`src/rtl/ram_rd_streamer.sv`:
```
// Burst read sequencer in front of sdp_ram: issues credit-limited reads, buffers the
// returning words in a show-ahead FIFO and presents them as a valid/ready stream.
module ram_rd_streamer #(
  parameter int C_DATA_WIDTH = 32,
  parameter int C_DEPTH      = 4,
  parameter int C_RD_LATENCY = 1,
  parameter int C_FIFO_DEPTH = 4,
  parameter int C_LEN_WIDTH  = $clog2(C_DEPTH) + 1
) (
  input  logic                       clock,
  input  logic                       reset,
  input  logic                       start,
  input  logic [$clog2(C_DEPTH)-1:0] base_addr,
  input  logic [C_LEN_WIDTH-1:0]     length,
  output logic                       busy,
  output logic                       done,
  output logic [$clog2(C_DEPTH)-1:0] raddr,
  output logic                       ren,
  input  logic [C_DATA_WIDTH-1:0]    rdata,
  input  logic                       rdata_vld,
  output logic [C_DATA_WIDTH-1:0]    m_data,
  output logic                       m_valid,
  input  logic                       m_ready
);

  localparam int AW = $clog2(C_DEPTH);
  localparam int CW = $clog2(C_FIFO_DEPTH + 1);
  localparam int PW = (C_FIFO_DEPTH > 1) ? $clog2(C_FIFO_DEPTH) : 1;
  localparam int LW = C_LEN_WIDTH;
  localparam logic [CW:0] FIFO_DEPTH_C = (CW + 1)'(C_FIFO_DEPTH);

  if (C_FIFO_DEPTH < C_RD_LATENCY + 1) begin : g_bad_fifo_depth
    $error("ram_rd_streamer: C_FIFO_DEPTH must be >= C_RD_LATENCY+1");
  end

  typedef enum logic [1:0] {S_IDLE, S_ISSUE, S_DRAIN, S_FIN} state_t;

  state_t                  r_state;
  state_t                  w_state_nxt;
  logic [AW-1:0]           r_addr;
  logic [LW-1:0]           r_issue_left;
  logic [LW-1:0]           r_xfer_left;
  logic [CW-1:0]           r_outstanding;
  logic [CW-1:0]           r_count;
  logic [PW-1:0]           r_wr_ptr;
  logic [PW-1:0]           r_rd_ptr;
  logic [C_DATA_WIDTH-1:0] r_mem [C_FIFO_DEPTH];
  logic                    r_ren;
  logic [AW-1:0]           r_raddr;
  logic                    r_busy;
  logic                    r_done;

  logic                    w_push;
  logic                    w_pop;
  logic [CW:0]             w_inflight;
  logic                    w_credit_ok;
  logic                    w_issue;
  logic [AW-1:0]           w_issue_addr;
  logic [AW-1:0]           w_addr_inc;
  logic [LW-1:0]           w_xfer_dec;

  function automatic logic [PW-1:0] f_ptr_inc(input logic [PW-1:0] p);
    return (p == PW'(C_FIFO_DEPTH - 1)) ? '0 : p + 1'b1;
  endfunction

  // Returns with nothing outstanding are leftovers from before a reset and are dropped.
  assign w_push  = rdata_vld && (r_outstanding != '0);
  assign w_pop   = m_valid && m_ready;
  assign m_valid = (r_count != '0);
  assign m_data  = r_mem[r_rd_ptr];

  // A slot freed by this cycle's pop can be reused by this cycle's issue decision.
  assign w_inflight  = {1'b0, r_outstanding} + {1'b0, r_count} - {{CW{1'b0}}, w_pop};
  assign w_credit_ok = (w_inflight < FIFO_DEPTH_C);
  assign w_addr_inc  = (w_issue_addr == AW'(C_DEPTH - 1)) ? '0 : w_issue_addr + 1'b1;
  assign w_xfer_dec  = r_xfer_left - LW'(w_pop);

  assign ren   = r_ren;
  assign raddr = r_raddr;
  assign busy  = r_busy;
  assign done  = r_done;

  // The first read is issued straight from IDLE so data arrives one cycle sooner.
  always_comb begin
    w_state_nxt  = r_state;
    w_issue      = 1'b0;
    w_issue_addr = r_addr;
    case (r_state)
      S_IDLE: begin
        if (start) begin
          if (length == '0) begin
            w_state_nxt = S_FIN;
          end else begin
            w_issue      = 1'b1;
            w_issue_addr = base_addr;
            w_state_nxt  = (length == LW'(1)) ? S_DRAIN : S_ISSUE;
          end
        end
      end
      S_ISSUE: begin
        if ((r_issue_left != '0) && w_credit_ok) begin
          w_issue = 1'b1;
          if (r_issue_left == LW'(1)) w_state_nxt = S_DRAIN;
        end
      end
      S_DRAIN: begin
        if (w_xfer_dec == '0) w_state_nxt = S_FIN;
      end
      S_FIN:   w_state_nxt = S_IDLE;
      default: w_state_nxt = S_IDLE;
    endcase
  end

  always_ff @(posedge clock or posedge reset) begin
    if (reset) begin
      r_state       <= S_IDLE;
      r_addr        <= '0;
      r_issue_left  <= '0;
      r_xfer_left   <= '0;
      r_outstanding <= '0;
      r_ren         <= 1'b0;
      r_raddr       <= '0;
      r_busy        <= 1'b0;
      r_done        <= 1'b0;
    end else begin
      r_state       <= w_state_nxt;
      r_busy        <= (w_state_nxt == S_ISSUE) || (w_state_nxt == S_DRAIN);
      r_done        <= (w_state_nxt == S_FIN);
      r_ren         <= w_issue;
      r_outstanding <= r_outstanding + CW'(w_issue) - CW'(w_push);
      if (w_issue) begin
        r_raddr <= w_issue_addr;
        r_addr  <= w_addr_inc;
      end
      if ((r_state == S_IDLE) && start) begin
        r_issue_left <= length - LW'(w_issue);
        r_xfer_left  <= length;
      end else begin
        if (w_issue) r_issue_left <= r_issue_left - LW'(1);
        r_xfer_left <= w_xfer_dec;
      end
    end
  end

  always_ff @(posedge clock or posedge reset) begin
    if (reset) begin
      for (int i = 0; i < C_FIFO_DEPTH; i++) r_mem[i] <= '0;
      r_wr_ptr <= '0;
      r_rd_ptr <= '0;
      r_count  <= '0;
    end else begin
      if (w_push) begin
        r_mem[r_wr_ptr] <= rdata;
        r_wr_ptr        <= f_ptr_inc(r_wr_ptr);
      end
      if (w_pop) r_rd_ptr <= f_ptr_inc(r_rd_ptr);
      r_count <= r_count + CW'(w_push) - CW'(w_pop);
    end
  end

endmodule

```
`config.mk`:
```
export PLATFORM = sky130hd
export DESIGN_NAME = ram_rd_streamer
export DESIGN_NICKNAME = d
export VERILOG_FILES = /design/src/rtl/ram_rd_streamer.sv
export SDC_FILE = /design/constraint.sdc
export NUM_CORES = 1
export LEC_CHECK = 0
export ABC_AREA = 1
export CORE_ASPECT_RATIO = 1.4
export CORE_MARGIN = 2
export CORE_UTILIZATION = 58
export CTS_BUF_LIST = sky130_fd_sc_hd__clkbuf_8
export CTS_CLUSTER_DIAMETER = 150
export DETAILED_ROUTE_END_ITERATION = 8
export MAX_ROUTING_LAYER = met4
export PLACE_DENSITY = 0.82
export SLEW_MARGIN = 20
export SYNTH_ARGS = -nofsm -noshare
export SYNTH_HDL_FRONTEND = slang
export SYNTH_SLANG_ARGS = --single-unit
```
`constraint.sdc`:
```
create_clock -name clock -period 6.65 [get_ports clock]
set_input_delay 1.33 -clock clock [delete_from_list [all_inputs] [get_ports clock]]
set_output_delay 1.33 -clock clock [all_outputs]
set_load 0.01 [all_outputs]
```
Yosys cells after proc, flatten, opt, wreduce, memory -nomap -nowiden
Index checks and enable logic that the tools add are counted.

word-level totals
  output and inout port bits = 38
  register bits = 153
  input port bits = 42
  logic and storage cells = 84

operators by class
  reductions and logical operators = 13
  equal/unequal tests = 11
  bitwise operators = 2
  add/sub/neg operators = 12
  $lt $le $gt $ge = 4
  muxes and demuxes = 26

operator list
  kind                   number
  $bwmux W128            1
  $mux W32               3
  $bmux W32 S2           1
  $demux W32 S2          1
  $mux W2                12
  $eq A2 B2 Y1 const B   7
  $sub A3 B1 Y3          4
  $mux W3                3
  $reduce_bool A3 Y1     3
  $pmux W2 S4            1
  $add A2 B1 Y2 const B  3
  $add A3 B1 Y3          2
  $eq A3 B1 Y1 const B   2
  $ge A3 B3 Y1 const B   2
  $logic_not A3 Y1       2
  $not A2 Y3             2
  $logic_and A1 B1 Y1    5
  $add A3 B3 Y4          1
  $eq A2 B1 Y1 const B   2
  $lt A4 B3 Y1 const B   1
  $sub A4 B1 Y4          1
  $lt A3 B1 Y1 const B   1
  $mux W1                3
  $sub A3 B1 Y3 const B  1
  4 further kinds        4

Logic depth before layout (Yosys ltp)
  word-level depth = 9
  depth in mapped cells = 20
  mapped depth without buffers = 20

Worst setup path after synthesis
OpenSTA, ideal clock, no wires.

  path type = input port to flip-flop
  start = input port m_ready
  end = register r_outstanding[2]
  path slack = 2.685 ns
  data arrival time = 3.837 ns
  setup time = 0.129 ns
  stages = 18
  path buffers = 0
  data required time = 6.521 ns
  cell sequence = and2_0 -> ha_1 -> inv_1 -> ha_1 -> nand2_1 -> nor2_1 -> nor2_1 -> nand2_1 -> nand4_2 -> nand2_2 -> inv_1 -> ha_1 -> inv_1 -> ha_1 -> inv_1 -> fa_1 -> xnor2_1 -> xor2_1

between the ends
  longest elaborated chain between the ends = 8

RTL lines
  element                 line  source
  start: declaration      23    input logic m_ready
  $logic_and A1 B1 Y1     68    assign w_pop = m_valid && m_ready;
  $sub A4 B1 Y4           73    assign w_inflight = {1'b0, r_outstanding} + {1'b0, r_count} - {{CW{1'b0}}, w_pop};
  $lt A4 B3 Y1            74    assign w_credit_ok = (w_inflight < FIFO_DEPTH_C);
  $logic_and A1 B1 Y1     101   if ((r_issue_left != '0) && w_credit_ok) begin
  $mux W1                 101
  $pmux W1 S2             88    case (r_state)
  named net w_issue       57    logic w_issue;
  $add A3 B1 Y3           130   r_outstanding <= r_outstanding + CW'(w_issue) - CW'(w_push);
  $sub A3 B1 Y3           130
  end signal: assignment  130
  end: declaration        43    logic [CW-1:0] r_outstanding;

The timed path passes the listed nets, and every way through them passes these cells.
A chain may end at the register's enable or synchronous reset.

Final worst setup path
  start = input port m_ready
  end = register r_outstanding[2]

between the ends
  longest elaborated chain between the ends = 8

RTL lines
  element              line  source
  $logic_and A1 B1 Y1  68
  named net w_pop      54    logic w_pop;
  $sub A4 B1 Y4        73
  $lt A4 B3 Y1         74
  $logic_and A1 B1 Y1  101
  $mux W1              101
  $pmux W1 S2          88
  named net w_issue    57
  $add A3 B1 Y3        130
  $sub A3 B1 Y3        130

The timed path passes the listed nets, and every way through them passes these cells.

==> impl_results.rst <==
.. list-table::
   :header-rows: 1

   * - Metric
     - Value
   * - Result of the run
     - completed
   * - Synthesis Warnings
     - 0
   * - Max Cap Viol
     - 0
   * - Fraction of final layout cells with drive strength greater than 1
     - 5.61%
   * - Synthesized flop and latch total
     - 153
   * - Unrepaired setup endpoints after global routing
     - no
   * - Number of clock buffers inserted by TritonCTS
     - 17
   * - Tot Pwr
     - 4380 uW
   * - Post-DR vias/cell
     - 5.67
   * - Critical path buffers and inverters
     - 5
   * - Netlist area before placement
     - 7120 um2
   * - Path class of the lowest-slack min-delay path
     - register to register
   * - Final standard cell area without fillers
     - 8250 um2
   * - Worst slack at placement
     - 1.79 ns
   * - Maximum fanout along the worst path
     - 10
   * - Per-cell routed wire length
     - 15.5 um
   * - Register-to-Register Path Depth
     - 20
   * - HPWL after detailed placement
     - 9360 um
   * - Req. time, crit path
     - 7.03 ns
   * - Global-route wire length before repair
     - 26,400 um
   * - Vias in the first global route
     - 5,725
   * - Area after DPL
     - 7840 um2
   * - Kind of cell adding the most delay to the critical path
     - adder cells
   * - Cell area power density
     - 531 nW/um2
   * - First drt pass iteration count
     - 5
   * - Antenna violations before repair
     - 0
   * - Start point of the critical path
     - m_ready
   * - Remaining design rule violation count
     - 0
   * - Final Worst Setup Slack
     - 2.30 ns
   * - Last weighted congestion value of the routability-driven placer
     - 0.819
   * - Routed via count
     - 5,791
   * - Count of inserted antenna diode cells
     - 0
   * - Number of port buffers
     - 79
   * - Htree depth
     - 4
   * - Remaining antenna violation count after routing
     - 0
   * - Area Overhead vs Synth
     - 15.8%
   * - Effective utilization at floorplan
     - 60.0%
   * - Cells along the critical path
     - clkdlybuf4s50_1 -> and2_0 -> ha_1 -> inv_1 -> ha_1 -> nand2_1 -> nor2_1 -> nor2_1 -> nand2_1 -> nand4_2 -> nand2_2 -> inv_1 -> ha_1 -> inv_1 -> ha_1 -> inv_1 -> fa_1 -> xnor2_1 -> xor2_1
   * - Start of the worst register-to-register path
     - r_count[1]
   * - Drt total wl
     - 15,800 um
   * - Reg2reg setup slack
     - 3.01 ns
   * - Peak per-stage delay on the critical path
     - 0.45 ns
   * - Post-Synthesis Cells
     - 804
   * - Slowest cell on crit path
     - sky130_fd_sc_hd__clkdlybuf4s50_1
   * - Buffers from clock root to sink, at most
     - 2
   * - Number of cells on the worst hold path
     - 2
   * - Tightest hold margin
     - 0.484 ns
   * - Setup TNS
     - 0 ns
   * - Clock transition at the registers of the reported paths
     - 0.08 ns
   * - Crit path capture type
     - register
   * - Core area
     - 11,900 um2
   * - Relative max-transition margin
     - 23.3%
   * - Hold buffer count at CTS
     - 0
   * - Worst Setup Start Kind
     - input pin
   * - Mean instance size in the synthesized netlist
     - 8.86 um2
   * - Final setup violation count
     - 0
   * - Slew at the pin closest to its max-slew limit
     - 1.15 ns
   * - Worst Path Arrival
     - 4.73 ns
   * - Total number of clock tree sinks
     - 153
   * - Total global routing overflow
     - 0
   * - TritonCTS clock tree
     - yes
   * - Net count after synthesis
     - 871
   * - Library cells used by synthesis
     - 30
   * - All-Layer GR Usage
     - 25.5%
   * - Hold EP
     - r_mem[63]
   * - Fin. Hold Viols
     - 0
   * - Die Width
     - 97.7 um
   * - Clock latency on the worst-skew pair
     - 0.45 ns
   * - Clock tree skew after final layout
     - 0.0103 ns
   * - Die H
     - 135 um
   * - Leak
     - 0.00400 uW
   * - Final period util
     - 65.4%
   * - Die ar.
     - 13,200 um2
   * - Drt first-iter violations
     - 458
   * - Worst R2R End
     - r_outstanding[2]
   * - Maximum vdd drop
     - 310 uV
   * - Worst Path Class, Setup
     - input pin to register
   * - Pin count of the biggest net entering global routing
     - 86
   * - Root Buffer
     - sky130_fd_sc_hd__clkbuf_8
   * - Max frequency
     - 230 MHz
   * - Cells resized by post-CTS repair
     - 0
   * - Number of nets in the finished design
     - 928
   * - Slew Limit Fails
     - 0
   * - Number of buffers added for setup after CTS
     - 0
   * - Hold Path Origin
     - r_mem[63]
   * - Num rows
     - 47
   * - Final critical-path required period
     - 4.35 ns
   * - Post-synthesis sequential area ratio
     - 53.8%
   * - Num ports
     - 80
[synthesized netlist by cell type, drive strengths merged]
cell | count | area (um2)
o21bai | 1 | 7.51
dfrtp | 153 | 3830
a21oi | 1 | 5.00
o21ai | 200 | 1000
xor2 | 4 | 35.0
ha | 23 | 288
and2 | 1 | 6.26
xnor2 | 3 | 26.3
nor3 | 1 | 16.3
o31ai | 2 | 28.8
buf | 29 | 228
nor2 | 72 | 275
mux2i | 1 | 10.0
nand4 | 2 | 18.8
inv | 70 | 265
nand2 | 175 | 702
nand3 | 17 | 85.1
clkbuf | 15 | 56.3
o22ai | 32 | 200
fa | 2 | 40.0
[layout by cell type (no fill, tap or decap), drive strengths merged, types with 4 or more instances in the layout]
cell           instances
o21ai                200
nand2                175
dfrtp                153
clkdlybuf4s50         79
inv                   74
nor2                  72
o22ai                 32
ha                    23
clkbuf                20
nand3                 17
xor2                   4
clkinv                 4
[per-stage QoR]
step,std cells,util [%]
4_1_cts,1021,69.5
6_report,1021,69.5
2_1_floorplan,804,-
3_5_place_dp,989,66.0
5_1_grt,1021,69.5
3_3_place_gp,989,66.0
[where the power goes]
group | internal, uW | switching (uW)
Sequential | 1370 | 243
Clock | 393 | 328
Combinational | 876 | 1170
[registers in the layout, indices dropped and copies added, names as in the netlist]
signal and flops:
r_mem 128, r_count 3, r_issue_left 3, r_outstanding 3, r_xfer_left 3, r_addr 2
r_rd_ptr 2, r_state 2, r_wr_ptr 2, raddr 2, busy 1, done 1
ren 1
[layout make-up]
class	count	area, um2
Tap cell	147	184
Inverter	70	270
Fill cell	947	3630
Clock buffer	20	275
Multi-Input combinational cell	537	2750
Clock inverter	12	133
Timing Repair Buffer	82	813
Sequential cell	153	3830
[tightest hold or removal path, cell delays in order, from the launching register on]
cell                      delay (ns)
sky130_fd_sc_hd__dfrtp_1        0.34
sky130_fd_sc_hd__nand2_1        0.05
sky130_fd_sc_hd__o21ai_0        0.06
[layer usage]
layer | track usage (%) | routed length, um | vias to the layer above
li1 | - | - | 2745
met1 | 29.4 | 6500 | 2861
met2 | 44.1 | 8330 | 165
met3 | 6.31 | 761 | 20
met4 | 7.95 | 194 | 0
met5 | - | 0 | -
[cell families after synthesis]
kind of cell | count (synthesis) | synth area share (%)
AO/OA/AOI/OAI | 236 | 17.4
XOR/XNOR | 7 | 0.861
adder cells (fa/ha/maj) | 25 | 4.60
buffers and inverters | 114 | 7.71
flip-flops | 153 | 53.8
multiplexers | 1 | 0.141
AND/OR/NAND/NOR | 268 | 15.5
[worst max-delay path by stage]
stage               cells after the start                to
finish                                 19  r_outstanding[2]
global route                           19  r_outstanding[2]
CTS                                    19  r_outstanding[2]
detailed placement                     19  r_outstanding[2]
global placement                       19  r_outstanding[2]
floorplan                               1              busy
Note: power is estimated with default switching activity, not from simulation.
